===== src/rtl/up_control_unit_if.sv =====
// Purpose: control/flag bundle between the up_control_unit FSM and the accumulator datapath.
// Latency: pure wiring, no storage.
// Backpressure: none; the only wait condition is the ENTER key level carried here.
interface up_control_unit_if;
    logic [2:0] IR;       // opcode IR[7:5]
    logic       Aeq0;     // accumulator == 0
    logic       Apos;     // accumulator MSB == 0
    logic       ENTER;    // user enter key, level
    logic       IRload;
    logic       PCload;
    logic       JMPmux;
    logic       Meminst;
    logic       MemWr;
    logic       Aload;
    logic       Sub;
    logic [1:0] Asel;
    logic       HALTED;
    logic [3:0] STATE;

    // Control unit side: reads opcode/flags/key, drives strobes
    modport master (
        input  IR, Aeq0, Apos, ENTER,
        output IRload, PCload, JMPmux, Meminst, MemWr, Aload, Sub, Asel, HALTED, STATE
    );

    // Datapath side: supplies opcode/flags/key, consumes strobes
    modport slave (
        output IR, Aeq0, Apos, ENTER,
        input  IRload, PCload, JMPmux, Meminst, MemWr, Aload, Sub, Asel, HALTED, STATE
    );
endinterface


===== src/rtl/up_control_unit.sv =====
// Purpose: fetch/decode/execute sequencer driving all datapath strobes of the 8-bit accumulator CPU.
// Latency: 3 cycles per non-IN instruction; IN waits for ENTER (+2 cycles when ENTER is synchronised).
// Backpressure: none downstream; IN stalls in INPUT until ENTER, then in INREL until ENTER is released.
module up_control_unit #(
    parameter bit ENTER_SYNC = 1'b1
) (
    input  logic          CLOCK,
    input  logic          RESET,
    up_control_unit_if.master bus
);

    typedef enum logic [3:0] {
        FETCH  = 4'd0,
        DECODE = 4'd1,
        LOAD   = 4'd2,
        STORE  = 4'd3,
        ADD    = 4'd4,
        SUB    = 4'd5,
        INPUT  = 4'd6,
        INREL  = 4'd7,
        JZ     = 4'd8,
        JPOS   = 4'd9,
        HALT   = 4'd10
    } state_t;

    state_t state;
    state_t state_nxt;
    logic   enter_s1;
    logic   enter_s2;
    logic   enter_q;

    // Two-flop synchroniser for the asynchronous ENTER key
    always_ff @(posedge CLOCK) begin
        if (!RESET) begin
            enter_s1 <= 1'b0;
            enter_s2 <= 1'b0;
        end else begin
            enter_s1 <= bus.ENTER;
            enter_s2 <= enter_s1;
        end
    end

    assign enter_q = ENTER_SYNC ? enter_s2 : bus.ENTER;

    // State register; reset overrides every state including INPUT and HALT
    always_ff @(posedge CLOCK) begin
        if (!RESET) begin
            state <= FETCH;
        end else begin
            state <= state_nxt;
        end
    end

    // Next-state and strobe decode; outputs are Moore except PCload in JZ/JPOS and Aload in INPUT
    always_comb begin
        state_nxt   = FETCH;
        bus.IRload  = 1'b0;
        bus.PCload  = 1'b0;
        bus.JMPmux  = 1'b0;
        bus.Meminst = 1'b0;
        bus.MemWr   = 1'b0;
        bus.Aload   = 1'b0;
        bus.Sub     = 1'b0;
        bus.Asel    = 2'b00;
        bus.HALTED  = 1'b0;
        bus.STATE   = state;
        case (state)
            FETCH: begin
                bus.IRload = 1'b1;
                bus.PCload = 1'b1;
                bus.JMPmux = 1'b1;
                state_nxt  = DECODE;
            end
            DECODE: begin
                bus.Meminst = 1'b1;
                case (bus.IR)
                    3'b000:  state_nxt = LOAD;
                    3'b001:  state_nxt = STORE;
                    3'b010:  state_nxt = ADD;
                    3'b011:  state_nxt = SUB;
                    3'b100:  state_nxt = INPUT;
                    3'b101:  state_nxt = JZ;
                    3'b110:  state_nxt = JPOS;
                    default: state_nxt = HALT;
                endcase
            end
            LOAD: begin
                bus.Meminst = 1'b1;
                bus.Asel    = 2'b10;
                bus.Aload   = 1'b1;
            end
            STORE: begin
                bus.Meminst = 1'b1;
                bus.MemWr   = 1'b1;
            end
            ADD: begin
                bus.Meminst = 1'b1;
                bus.Aload   = 1'b1;
            end
            SUB: begin
                bus.Meminst = 1'b1;
                bus.Sub     = 1'b1;
                bus.Aload   = 1'b1;
            end
            INPUT: begin
                // A is loaded only in the cycle the qualified key is seen
                bus.Asel  = 2'b01;
                bus.Aload = enter_q;
                state_nxt = enter_q ? INREL : INPUT;
            end
            INREL: begin
                // Wait for key release so one press gives exactly one load
                state_nxt = enter_q ? INREL : FETCH;
            end
            JZ: begin
                bus.PCload = bus.Aeq0;
            end
            JPOS: begin
                bus.PCload = bus.Apos;
            end
            HALT: begin
                bus.HALTED = 1'b1;
                state_nxt  = HALT;
            end
            default: begin
                // Illegal codes look halted for one cycle, then recover to FETCH
                bus.HALTED = 1'b1;
                state_nxt  = FETCH;
            end
        endcase
        if (!RESET) begin
            bus.IRload  = 1'b0;
            bus.PCload  = 1'b0;
            bus.JMPmux  = 1'b0;
            bus.Meminst = 1'b0;
            bus.MemWr   = 1'b0;
            bus.Aload   = 1'b0;
            bus.Sub     = 1'b0;
            bus.Asel    = 2'b00;
            bus.HALTED  = 1'b0;
            bus.STATE   = 4'd0;
        end
    end

endmodule


===== src/flat_wrapper.sv =====
// flat-port wrapper written by rule: the top's interface ports become plain ports
module up_control_unit_flat 
#(
    parameter bit ENTER_SYNC = 1'b1
)
  (CLOCK, RESET, bus_IR, bus_Aeq0, bus_Apos, bus_ENTER, bus_IRload, bus_PCload, bus_JMPmux, bus_Meminst, bus_MemWr, bus_Aload, bus_Sub, bus_Asel, bus_HALTED, bus_STATE);
  up_control_unit_if bus_i ();
  input  logic CLOCK;
  input  logic RESET;
  input wire logic [$bits(bus_i.IR)-1:0] bus_IR;
  input wire logic [$bits(bus_i.Aeq0)-1:0] bus_Aeq0;
  input wire logic [$bits(bus_i.Apos)-1:0] bus_Apos;
  input wire logic [$bits(bus_i.ENTER)-1:0] bus_ENTER;
  output wire logic [$bits(bus_i.IRload)-1:0] bus_IRload;
  output wire logic [$bits(bus_i.PCload)-1:0] bus_PCload;
  output wire logic [$bits(bus_i.JMPmux)-1:0] bus_JMPmux;
  output wire logic [$bits(bus_i.Meminst)-1:0] bus_Meminst;
  output wire logic [$bits(bus_i.MemWr)-1:0] bus_MemWr;
  output wire logic [$bits(bus_i.Aload)-1:0] bus_Aload;
  output wire logic [$bits(bus_i.Sub)-1:0] bus_Sub;
  output wire logic [$bits(bus_i.Asel)-1:0] bus_Asel;
  output wire logic [$bits(bus_i.HALTED)-1:0] bus_HALTED;
  output wire logic [$bits(bus_i.STATE)-1:0] bus_STATE;
  assign bus_i.IR = bus_IR;
  assign bus_i.Aeq0 = bus_Aeq0;
  assign bus_i.Apos = bus_Apos;
  assign bus_i.ENTER = bus_ENTER;
  assign bus_IRload = bus_i.IRload;
  assign bus_PCload = bus_i.PCload;
  assign bus_JMPmux = bus_i.JMPmux;
  assign bus_Meminst = bus_i.Meminst;
  assign bus_MemWr = bus_i.MemWr;
  assign bus_Aload = bus_i.Aload;
  assign bus_Sub = bus_i.Sub;
  assign bus_Asel = bus_i.Asel;
  assign bus_HALTED = bus_i.HALTED;
  assign bus_STATE = bus_i.STATE;
  up_control_unit #(.ENTER_SYNC(ENTER_SYNC)) u_core (.CLOCK(CLOCK), .RESET(RESET), .bus(bus_i));
endmodule

===== config.mk =====
export PLATFORM = sky130hd
export DESIGN_NAME = up_control_unit_flat
export DESIGN_NICKNAME = d
export VERILOG_FILES = /design/src/rtl/up_control_unit_if.sv /design/src/rtl/up_control_unit.sv /design/src/flat_wrapper.sv
export SDC_FILE = /design/constraint.sdc
export NUM_CORES = 1
export LEC_CHECK = 0
export BUFFER_PORTS_ARGS = -buffer_cell sky130_fd_sc_hd__buf_2
export CORE_AREA = 3 3 40 42
export CTS_CLUSTER_SIZE = 14
export DETAILED_ROUTE_END_ITERATION = 7
export DIE_AREA = 0 0 43 45
export PLACE_DENSITY_LB_ADDON = 0.05
export SYNTH_ARGS = -nofsm -noshare
export SYNTH_HDL_FRONTEND = slang
export SYNTH_SLANG_ARGS = --single-unit

===== constraint.sdc =====
create_clock -name CLOCK -period 1.2 [get_ports CLOCK]
set_clock_uncertainty 0.2 [all_clocks]
set_input_delay 0 -clock CLOCK [delete_from_list [all_inputs] [get_ports CLOCK]]
set_output_delay 0 -clock CLOCK [all_outputs]
set_load 0.02 [all_outputs]

==> results.md, run 1 <==
- Outcome: complete, but fails checks
- Failing checks: negative setup slack
- Hold Path Class: input pin to primary output
- Placed Cells: between 100 and 150
- Slew headroom: 73.9%
- RePlAce Congestion: 0.778
- Total wire length: approximately 1800 microns
- P&R area growth vs syn: 114%
- Hold slack: between 200 and 250 ps
- H-tree depth: 1
- Non-Filler Instances: ~130
- Power Total: between 1 and 1.5 mW
- Top_reg_cell synth: dfxtp_1
- Core area: roughly 1300 sq um
- Max FO, Critical Path: 6
- DP HPWL: 1110 microns
- Total track usage: a little under a fifth
- Layout cells sized above 1: 65.5%
- CP required: 1000 ps
- Most frequent cells in the layout: buf_4 (18), buf_6 (16), buf_2 (9), a21oi_1 (5), dlygate4sd3_1 (5)
- Core Util, Final: 84.8%
- Clock root buffer: clkbuf_4
- EDFF count, synth: 0
- WHS Path Cells: 4
- Post-Synthesis Cell Area: between 500 and 600 sq um
- Seq pwr share: about a quarter
- Wire length of the first global-routing pass: approximately 2800 microns
- Final worst setup slack: -405 ps
- RSZ-0062 raised after global routing: true
- Final min period: 1600 ps
- CTS Buf Count: 3
- Clk buf depth: 2
- Clock sinks: 6
- Area after DPL: between 800 and 900 sq um
- Critical Path Sink Type: primary output
- Crit path launch type: flop
- Drt first pass iters: 4
- Most common cell after layout, fill and taps aside: buf_4
- Worst skew pair latency: 240 ps
- Row count: 13
- Fin nets: 120
- Max-Cap Viols: 0
- Async SR Flop Fraction: 0%
- Worst path slowest cell: or3_4
- Setup violators final: 15
- Die height: between 40 and 50 microns
- Sw Share: ~37%
- Max VDD drop: between 0.0007 and 0.0008 V
- Vias in the first global route: 671
- Gr ovfl total: 0
- Power density over the cells: roughly 1000 nW/um^2
- Final number of max-transition violations: 0
- Final Cycle Share: 134%
- Total number of vias: 651
- Switching power total: 405 uW
- Post-synthesis cell count: 64
- CTS clk-pin slew, worst paths: around 50 ps
- Internal: just under 700 uW
- Register area share after synthesis: 23.6%
- Antenna cells: 0
- Kind of critical path: flop to primary output
- Largest net degree at the start of global routing: 9
- P_leak: between 0.4 and 0.5 nW
- Starting Density: approximately two fifths
- Die area: ~1900 sq um
- Design Area, Final: 1090 sq um
- Die width: 43 microns
- Final TNS setup: -3970 ps
- Initial DRC Count: 12
- Pre-CTS setup slack: -151 ps
- Routed Antenna Nets: 0
- Avg Inst Size Synth: between 7 and 8 sq um
- Synth warn: 0
- R2R depth: 5
- Comb pwr share: between 50% and 60%
- Post-synth cell types: 29
- Worst EP arrival: roughly 1400 ps
- Residual DRC: 0
- PortBufs: 21
- Syn_nets: 72
- Slew @ Worst Pin: just under 400 ps
- CP max stage delay: between 400 and 500 ps
- Count of final hold-check violations: 0
- FMAX: approximately 0.62 GHz
- FF+latch count, synth: 6
- Critical path cell sequence: or3_4 -> o32ai_4 -> buf_6
- Wire length per cell: about 14 microns
- CTS tree: yes
- Vias per cell: 5.21
- Initial antenna violation count: 0
- # IOs: 22
- Clock group share of total power: 16.8%
critical path: cells and delay by family, from the launching register on:
family,cells,cell delay (ps)
buffers and inverters,1,150
AO/OA/AOI/OAI,1,230
AND/OR/NAND/NOR,1,420
flip-flops,1,360
cell usage after synthesis (2+ instances only):
| cell | instances | area [sq um] |
|---|---|---|
| a21oi_1 | 5 | 25.0 |
| and3_1 | 3 | 18.8 |
| nor3b_1 | 2 | 15.0 |
| nor2_1 | 3 | 11.3 |
| buf_4 | 2 | 15.0 |
| nor3_1 | 3 | 15.0 |
| dfxtp_1 | 6 | 120 |
| nor2b_1 | 6 | 37.5 |
| nand2_1 | 3 | 11.3 |
| o21bai_1 | 2 | 15.0 |
| and2_1 | 5 | 31.3 |
| o21ai_0 | 5 | 25.0 |
| buf_2 | 3 | 15.0 |
repair_timing:
| item | 4_1_cts | 5_1_grt |
|---|---|---|
| setup buffers | 4 | 1 |
| hold buffers | 5 | 0 |
| pin swaps | 9 | 7 |
| hold endpoints to repair | 6 | 0 |
| resized for setup | 39 | 17 |
| setup endpoints to repair | 18 | 18 |
registers in the layout (all words and copies together), names as in the netlist:
name             cells
u_core.state         4
u_core.enter_q       1
u_core.enter_s1      1
kinds of logic after synthesis:
group,after synthesis,synth area share [%]
AND/OR/NAND/NOR,33,42.8
AO/OA/AOI/OAI,16,22.6
buffers and inverters,7,7.37
flip-flops,6,23.6
XOR/XNOR,1,1.72
multiplexers,1,1.97
worst paths after layout:
check,from,endpoint,slack (ps)
worst min-delay path,bus_Aeq0,bus_PCload,220
worst max register to register,u_core.state[3]$_SDFF_PN0_,u_core.state[1]$_SDFF_PN0_,-200
worst max-delay path,u_core.state[2]$_SDFF_PN0_,bus_PCload,-400
worst min register to register,u_core.enter_s1$_SDFF_PN0_,u_core.enter_q$_SDFF_PN0_,230
final cells by class:
cell class | instances | area, sq um
flip-flops and latches | 6 | 135
multi-input cells | 51 | 493
fillers | 68 | 195
inverters | 2 | 10.0
well taps | 15 | 18.8
repair buffers | 48 | 410
clock buffers | 3 | 22.5
per-layer routing:
metal | GRT usage (%) | wire length (microns) | part of all wire (%)
met3 | 4.78 | 109 | 6.2
met5 | 0 | 0 | 0
met1 | 21.6 | 721 | 41
met2 | 33.5 | 903 | 51
met4 | 7.23 | 24 | 1.4
power by group through the flow:
stage	Combinational (mW)	Clock (mW)	Sequential, mW
2_1_floorplan	0.333	0	0.245
3_3_place_gp	0.457	0	0.256
3_5_place_dp	0.460	0	0.256
4_1_cts	0.575	0.192	0.261
5_1_grt	0.690	0.209	0.268
6_report	0.646	0.183	0.264
(Power assumes the default switching activity.)
==> inputs of run 2 (changes only) <==
- BUFFER_PORTS_ARGS: -buffer_cell sky130_fd_sc_hd__buf_2 -> unset
- DONT_BUFFER_PORTS: unset -> 1
==> run 2 against run 1 <==
Net effect: the flow still finishes with violations (negative setup slack); maximum frequency grew 1.2%; global-route usage grew 0.40 points; critical path depth is the same; via count grew 0.61%; worst setup slack gained 19 ps; largest power group unchanged; sequential power is essentially flat; clock power is essentially flat; hold slack lost 210 ps; cell count shrank 8.0%.
==> results.md, run 2 (synthesis gave the netlist of run 1 again) <==
- Outcome: complete, but fails checks
- Failing checks: negative setup slack
- Die area: 1940 sq um
- Crit path launch type: flop
- CTS tree: yes
- CP max stage delay: 410 ps
- WHS Path Cells: 1
- Vias per cell: 5.70
- Hold EP: bus_STATE[2]
- Routed Antenna Nets: 0
- Area of the multi-input gates: 493 sq um
- Clock root buffer: clkbuf_4
- H-tree depth: 1
- Max FFs per register: 4
- Final min period: around 1600 ps
- Placed Cells: between 90 and 100
- P_leak: between 0.4 and 0.5 nW
- DP HPWL: 1020 microns
- Final number of max-transition violations: 0
- Core area: between 1000 and 1500 sq um
- Hold Path Class: input pin to primary output
- # IOs: 22
- Fin nets: 110
- Most frequent cells in the layout: buf_4 (21), buf_6 (11), o21ai_1 (5), a21oi_1 (5), dlygate4sd3_1 (5)
- Critical Path Sink Type: primary output
- Antenna cells: 0
- R2R Setup Slk: -310 ps
- Starting Density: 39.6%
- Top cell family by delay on the critical path: simple AND/OR/NAND/NOR gates
- CTS Buf Count: 3
- Worst reg2reg endpoint: u_core.state[1]$_SDFF_PN0_
- Slew headroom: 79.1%
- Register area: between 100 and 150 sq um
- Worst skew pair latency: ~240 ps
- Die width: between 40 and 50 microns
- Drt first pass iters: 4
- Most common cell after layout, fill and taps aside: buf_4
- Initial antenna violation count: 0
- Clock sinks: 6
- CP bufs+invs: 1
- FILL cells: 73
- Total track usage: between 10% and 20%
- Row count: 13
- Hold path startpoint: RESET
- Setup violators final: 15
- Total wire length: 1830 microns
- Max-Cap Viols: 0
- Worst EP arrival: ~1400 ps
- Wire length per cell: between 15 and 20 microns
- CP required: 1000 ps
- FMAX: ~0.63 GHz
- Worst path slowest cell: or3_4
- Initial DRC Count: 13
- Hold slack: about 4.9 ps
- Core Util, Final: 80.2%
- Most flop-heavy register: u_core.state
- Final worst setup slack: -386 ps
- Kind of critical path: flop to primary output
- Layout cells sized above 1: roughly 62%
- Residual DRC: 0
- Die height: around 45 microns
- Final Cycle Share: 132%
- P&R area growth vs syn: 102%
- Max VDD drop: 0.000760 V
- Count of final hold-check violations: 0
- RSZ-0062 raised after global routing: true
- Vias in the first global route: 634
- R2R depth: 5
- Non-Filler Instances: 115
- Clk buf depth: 2
- Total number of vias: 655
- PortBufs: 0
- Largest net degree at the start of global routing: 9
- Power density over the cells: 1050 nW/um^2
- Wire length of the first global-routing pass: approximately 2800 microns
- Max FO, Critical Path: 6
- Critical path cell sequence: or3_4 -> o32ai_2 -> buf_4
- Gr ovfl total: 0
- Worst reg2reg startpoint: u_core.state[2]$_SDFF_PN0_
- Slew @ Worst Pin: 313 ps
- CTS clk-pin slew, worst paths: 40 ps
- RePlAce Congestion: 0.767
run 2: per-layer routing:
layer | GRT usage [%] | vias up | share of wire (%)
li1 | - | 305 | -
met1 | 20.8 | 311 | 38
met2 | 33.2 | 32 | 52
met3 | 3.98 | 7 | 6.8
met4 | 13.9 | 0 | 3.1
met5 | 0 | - | 0
run 2: layout make-up:
cell class / instances / area share, %
repair buffers: 38 / 34.1
clock buffers: 3 / 2.18
multi-input cells: 51 / 47.8
flip-flops and latches: 6 / 13.1
well taps: 15 / 1.82
inverters: 2 / 0.971
run 2: how the worst max path moves through the flow:
stage | cells after the start | slack (ps) | endpoint | from
floorplan | 3 | -140 | bus_JMPmux | u_core.state[3]$_SDFF_PN0_
detailed placement | 3 | -170 | bus_PCload | u_core.state[3]$_SDFF_PN0_
global route | 3 | -440 | bus_PCload | u_core.state[2]$_SDFF_PN0_
global placement | 3 | -150 | bus_PCload | u_core.state[3]$_SDFF_PN0_
CTS | 3 | -390 | bus_PCload | u_core.state[2]$_SDFF_PN0_
finish | 3 | -390 | bus_PCload | u_core.state[2]$_SDFF_PN0_
run 2: power breakdown:
group	leakage, nW	internal [mW]	switching [mW]
combinational	0.357	0.335	0.298
clock	0.0138	0.113	0.0722
sequential	0.0521	0.225	0.0392
run 2: repair_timing:
| item | 4_1_cts | 5_1_grt |
|---|---|---|
| buffers inserted | 6 | 6 |
| hold buffers | 5 | 0 |
| endpoints found under the hold margin | 9 | 0 |
| pin swaps | 7 | 2 |
| endpoints found under the setup margin | 17 | 17 |
| resized for setup | 30 | 13 |
run 2: stage by stage:
step / worst slack (ps) / total power, mW / area (sq um) / TNS (ps)
floorplan: -142 / 0.578 / 592 / -517
global placement: -154 / 0.716 / 731 / -1140
detailed placement: -168 / 0.717 / 731 / -1430
CTS: -395 / 1.01 / 945 / -3950
global route: -445 / 1.14 / 1030 / -5170
finish: -386 / 1.08 / 1030 / -4370
run 2: worst register-to-register path, stage by stage, from the launching register on:
cell	delay [ps]
dfxtp_4	360
buf_4	140
buf_6	120
nor4b_4	310
o21ai_1	140
a21oi_1	170
